===== src/rtl/alu_share_arbiter.sv =====
// Two-requester arbiter in front of one shared combinational ALU.
// Grants one op, registers the ALU result and returns it to the owner with a valid/ready handshake.
module alu_share_arbiter #(
    parameter int DATA_W = 32,
    parameter int OP_W   = 5,
    parameter bit RR_EN  = 1'b1
) (
    input  logic              clk,
    input  logic              rst,
    input  logic              r0_valid,
    output logic              r0_ready,
    input  logic [DATA_W-1:0] r0_a,
    input  logic [DATA_W-1:0] r0_b,
    input  logic [OP_W-1:0]   r0_op,
    output logic              r0_rsp_valid,
    input  logic              r0_rsp_ready,
    output logic [DATA_W-1:0] r0_rsp_data,
    input  logic              r1_valid,
    output logic              r1_ready,
    input  logic [DATA_W-1:0] r1_a,
    input  logic [DATA_W-1:0] r1_b,
    input  logic [OP_W-1:0]   r1_op,
    output logic              r1_rsp_valid,
    input  logic              r1_rsp_ready,
    output logic [DATA_W-1:0] r1_rsp_data,
    output logic [DATA_W-1:0] alu_a,
    output logic [DATA_W-1:0] alu_b,
    output logic [OP_W-1:0]   alu_c,
    input  logic [DATA_W-1:0] alu_y
);

    typedef enum logic [0:0] {
        IDLE = 1'b0,
        RESP = 1'b1
    } state_t;

    state_t            state_r;
    state_t            state_nxt_s;
    logic              last_grant_r;
    logic              owner_r;
    logic [DATA_W-1:0] rsp_data_r;
    logic              grant_s;
    logic              winner_s;

    // Winner selection; grants are suppressed while reset is held
    always_comb begin
        grant_s  = 1'b0;
        winner_s = 1'b0;
        if (!rst && state_r == IDLE) begin
            grant_s = r0_valid | r1_valid;
            if (r0_valid && r1_valid) begin
                winner_s = RR_EN ? ~last_grant_r : 1'b0;
            end else begin
                winner_s = r1_valid;
            end
        end else begin
            grant_s  = 1'b0;
            winner_s = 1'b0;
        end
    end

    // Request handshake and shared ALU operand mux
    always_comb begin
        r0_ready = grant_s & ~winner_s;
        r1_ready = grant_s & winner_s;
        alu_a    = {DATA_W{1'b0}};
        alu_b    = {DATA_W{1'b0}};
        alu_c    = {OP_W{1'b0}};
        if (grant_s) begin
            if (winner_s) begin
                alu_a = r1_a;
                alu_b = r1_b;
                alu_c = r1_op;
            end else begin
                alu_a = r0_a;
                alu_b = r0_b;
                alu_c = r0_op;
            end
        end else begin
            alu_a = {DATA_W{1'b0}};
            alu_b = {DATA_W{1'b0}};
            alu_c = {OP_W{1'b0}};
        end
    end

    // Next-state: hold the result until its owner takes it; other rsp_ready is ignored
    always_comb begin
        state_nxt_s = state_r;
        case (state_r)
            IDLE: begin
                if (grant_s) begin
                    state_nxt_s = RESP;
                end else begin
                    state_nxt_s = IDLE;
                end
            end
            RESP: begin
                if (owner_r ? r1_rsp_ready : r0_rsp_ready) begin
                    state_nxt_s = IDLE;
                end else begin
                    state_nxt_s = RESP;
                end
            end
            default: state_nxt_s = IDLE;
        endcase
    end

    // State, ownership and captured result registers
    always_ff @(posedge clk) begin
        if (rst) begin
            state_r      <= IDLE;
            last_grant_r <= 1'b1;
            owner_r      <= 1'b0;
            rsp_data_r   <= {DATA_W{1'b0}};
        end else begin
            state_r <= state_nxt_s;
            if (grant_s) begin
                rsp_data_r   <= alu_y;
                owner_r      <= winner_s;
                last_grant_r <= winner_s;
            end
        end
    end

    assign r0_rsp_valid = (state_r == RESP) && !owner_r;
    assign r1_rsp_valid = (state_r == RESP) && owner_r;
    assign r0_rsp_data  = rsp_data_r;
    assign r1_rsp_data  = rsp_data_r;

endmodule


===== config.mk =====
export PLATFORM = sky130hd
export DESIGN_NAME = alu_share_arbiter
export DESIGN_NICKNAME = d
export VERILOG_FILES = /design/src/rtl/alu_share_arbiter.sv
export SDC_FILE = /design/constraint.sdc
export NUM_CORES = 1
export LEC_CHECK = 0
export CORE_AREA = 2 2 123 125
export CTS_CLUSTER_SIZE = 20
export DETAILED_ROUTE_END_ITERATION = 12
export DIE_AREA = 0 0 125 127
export PLACE_DENSITY_LB_ADDON = 0.2
export SLEW_MARGIN = 10
export SYNTH_ARGS = -nofsm -noshare
export SYNTH_HDL_FRONTEND = slang
export SYNTH_SLANG_ARGS = --single-unit

===== constraint.sdc =====
create_clock -name clk -period 2.2 [get_ports clk]
set_input_delay 0.33 -clock clk [delete_from_list [all_inputs] [get_ports clk]]
set_output_delay 0.33 -clock clk [all_outputs]
set_load 0.02 [all_outputs]

==> metrics.log <==
INFO  metric synth_fp_nets = 613
INFO  metric vdd.ir_drop.worst = 0.248 mV
INFO  metric post_cts_hold_buffer_count = 0
INFO  metric grt_pass1_vias = 4,289
INFO  metric drv.max_cap_violation_count = 0
INFO  metric top_level_ports = 313
INFO  metric ys_seq_elements = 35
INFO  metric synthArstFlopShare = 0%
INFO  metric critical_path_arrival = 1.69 ns
INFO  metric hold_path.class = reg -> reg
INFO  metric clock-skew-final = 0.00790 ns
INFO  metric synth_edf_count = 0
INFO  metric critical_path_cell_by_cell = nor2_4 > buf_12 > nand2_1 > inv_4 > buf_12 > o21ai_0 > clkdlybuf4s15_2
INFO  metric fp.dieArea = 15,900 um^2
INFO  metric grt_overflow = 0
INFO  metric post_dp_cell_area = 5970 um^2
INFO  metric final_min_period_over_clock_period = 92.0%
INFO  metric syn-instance-count = 437
INFO  metric status = completed
INFO  metric crit_path_end_kind = output port
INFO  metric wl = 15.4 mm
INFO  metric core_area = 14,400 um^2
INFO  metric drive_gt1_share = 16.5%
INFO  metric stdcell_count = 890
INFO  metric report.final.hold_viol_count = 0
INFO  metric drt-initial-drc-count = 211
INFO  metric final.fill_count = 1,498
INFO  metric p_leak = 2.31 nW
INFO  metric initial_core_util = 20.2%
INFO  metric cts_num_sinks = 35
INFO  metric synth_compound_gate_area_share = 23.9%
INFO  metric cts-buffers-inserted = 5
INFO  metric crit_top_cell = sky130_fd_sc_hd__buf_12
INFO  metric cp_slowest_stage_delay = 0.41 ns
INFO  metric drt-vias-per-instance = 4.87
INFO  metric firstDrtPassIters = 4
INFO  metric rsz0062_at_grt = false
INFO  metric route.detailed.drc = 0
INFO  metric final_design_area_no_fill = 6040 um^2
INFO  metric main_combinational_cell_family_by_area_after_synthesis = simple AND/OR/NAND/NOR gates
INFO  metric timing.final.setup_violations = 0
INFO  metric startpoint_type = register
INFO  metric synthDistinctLibCells = 24
INFO  metric power_per_cell_area = 443 nW/um^2
INFO  metric slew_headroom = 74.5%
INFO  metric clock_tree.root_cell = sky130_fd_sc_hd__clkbuf_16
INFO  metric clkLatencyLatePin = 0.27 ns
INFO  metric wl_per_cell = 17.3 um
INFO  metric cts_buffer_depth = 2
INFO  metric rows = 44
INFO  metric clk_slew_on_worst_s_h_paths = 0.06 ns
INFO  metric synthFlopType = sky130_fd_sc_hd__dfxtp_1
INFO  metric yosys.area_share.simple = 31.0%
INFO  metric number_of_antenna_violations_at_the_first_check_in_global_routing = 2
INFO  metric ant_nets = 0
INFO  metric fin_nets = 879
INFO  metric multiInputGateArea = 1630 um^2
INFO  metric postSynthAreaPerCell = 6.66 um^2
INFO  metric place.detailed.instances = 871
INFO  metric yosys.cell_count.top_type = sky130_fd_sc_hd__nand3_1
INFO  metric post_synth_most_frequent_cells = sky130_fd_sc_hd__nand3_1, sky130_fd_sc_hd__o21ai_0, sky130_fd_sc_hd__buf_4
INFO  metric cts.htree.levels = 2
INFO  metric seqCellArea = 701 um^2
INFO  metric required = 1.87 ns
INFO  metric synth_top_cell_area_share = 28.2%
INFO  metric synth.yosys.seq_area_share = 24.1%
INFO  metric port_buffers = 312
INFO  metric grt_pass1_wl = 23.0 mm
INFO  metric die_width = 125 um
INFO  metric areaGrowthSynthToFinish = 108%
INFO  metric grt_start_max_net_pins = 53
INFO  metric timing_max_transition_violations_final = 0
INFO  metric synth_top_cells_by_area = sky130_fd_sc_hd__nand3_1, sky130_fd_sc_hd__dfxtp_1, sky130_fd_sc_hd__o21ai_0
INFO  metric dp_hpwl = 11.3 mm
INFO  metric routed-via-count = 4,335
INFO  metric max_clock_freq = 494 MHz
INFO  metric yosys-mux-area-fraction = 1.03%
INFO  metric die_h = 127 um
INFO  metric ys_warn_count = 0
INFO  metric gpl.final_weighted_congestion = 0.816
INFO  metric r2r_slack = 0.69 ns
INFO  metric post_synthesis_share_of_cell_area_spent_on_xor_and_xnor_gates = 0%
INFO  metric min_period = 2.02 ns
INFO  metric max_fo_critical_path = 13
INFO  metric yosys.area_share.adder = 0%
INFO  metric path_class = reg -> out
INFO  metric grtUsageTotal = 17.8%
INFO  metric timing.critical_path.slowest_stage_cell = sky130_fd_sc_hd__dfxtp_1
INFO  metric tightest_slew = 0.382 ns
INFO  metric synthDominantAreaCellType = sky130_fd_sc_hd__nand3_1
INFO  metric clock_tree_from_tritoncts = built
INFO  metric netlist_area = 2910 um^2
[critical path, delay by kind of cell, from the launching register on]
kind                   cells  cell delay, ns
and+or+nand+nor            2            0.19
DFF                        1            0.41
AOI/OAI and AO/OA          1            0.15
buffers and inverters      4            0.68
[cell type report]
class	count	area share, %
Timing Repair Buffer	344	55.1
Multi-Input combinational cell	316	27.0
Sequential cell	35	11.6
Tap cell	184	3.81
Clock buffer	6	2.13
Clock inverter	2	0.207
Inverter	1	0.104
Antenna cell	2	0.0829
[cells by family after synthesis]
| kind of cell | after synthesis |
|---|---|
| flip-flops | 35 |
| AND/OR/NAND/NOR | 178 |
| multiplexers | 3 |
| buffers and inverters | 86 |
| AO/OA/AOI/OAI | 135 |
[placed cells by master, fill, tap and decap left out, drive strengths merged, types with 2 or more instances in the layout]
cell             n
a21oi           33
buf             89
bufbuf           2
clkbuf           9
clkdlybuf4s15    8
clkdlybuf4s50  238
dfxtp           35
diode            2
dlygate4sd2      2
dlymetal6s2s     2
mux2i            3
nand2            2
nand2b           2
nand3          164
nor2             6
o21ai           99
or2              2
[timing repair]
item | 4_1_cts | 5_1_grt
buffers inserted | 4 | 0
endpoints found under the setup margin | 71 | 44
cloned | 3 | 2
pin swaps | 1 | 1
resized for setup | 333 | 14
[where the power goes]
part	total, mW	internal, mW	switching, mW	leakage (nW)
sequential	0.703	0.674	0.0295	0.287
combinational	1.30	0.671	0.631	1.96
clock	0.669	0.417	0.252	0.0669
[routing by layer]
| metal | track usage, % | wire, um |
|---|---|---|
| met5 | 0 | 0 |
| met3 | 4.86 | 1140 |
| met4 | 5.88 | 436 |
| met1 | 19.1 | 5650 |
| met2 | 33.6 | 8150 |
[registers in the layout, indices dropped and copies added (netlist names)]
name / cells
owner_r: 1
last_grant_r: 1
state_r: 1
r0_rsp_data: 32
[per-stage QoR]
step	setup slack (ns)	setup TNS (ns)	power, mW	hold slack (ns)	util, %
6_report	0.175	0	2.67	0.494	41.9
5_1_grt	0.0684	0	2.81	0.524	41.9
4_1_cts	0.00120	0	2.69	0.495	41.4
3_5_place_dp	-0.526	-29.72	2.04	0.488	41.4
3_3_place_gp	-0.522	-28.60	2.04	0.475	41.4
2_1_floorplan	0.437	0	1.33	0.463	-
[path summary, 6_finish.rpt]
path                                     start                      endpoint  cells past startpoint
setup / recovery            state_r$_SDFF_PP0_                     alu_a[13]                      7
hold / removal    r0_rsp_data[18]$_SDFFE_PP0P_  r0_rsp_data[18]$_SDFFE_PP0P_                      2
setup reg to reg            state_r$_SDFF_PP0_     last_grant_r$_SDFFE_PP1P_                      6
hold reg to reg   r0_rsp_data[18]$_SDFFE_PP0P_  r0_rsp_data[18]$_SDFFE_PP0P_                      2
Power figures use the tool's default switching activity.
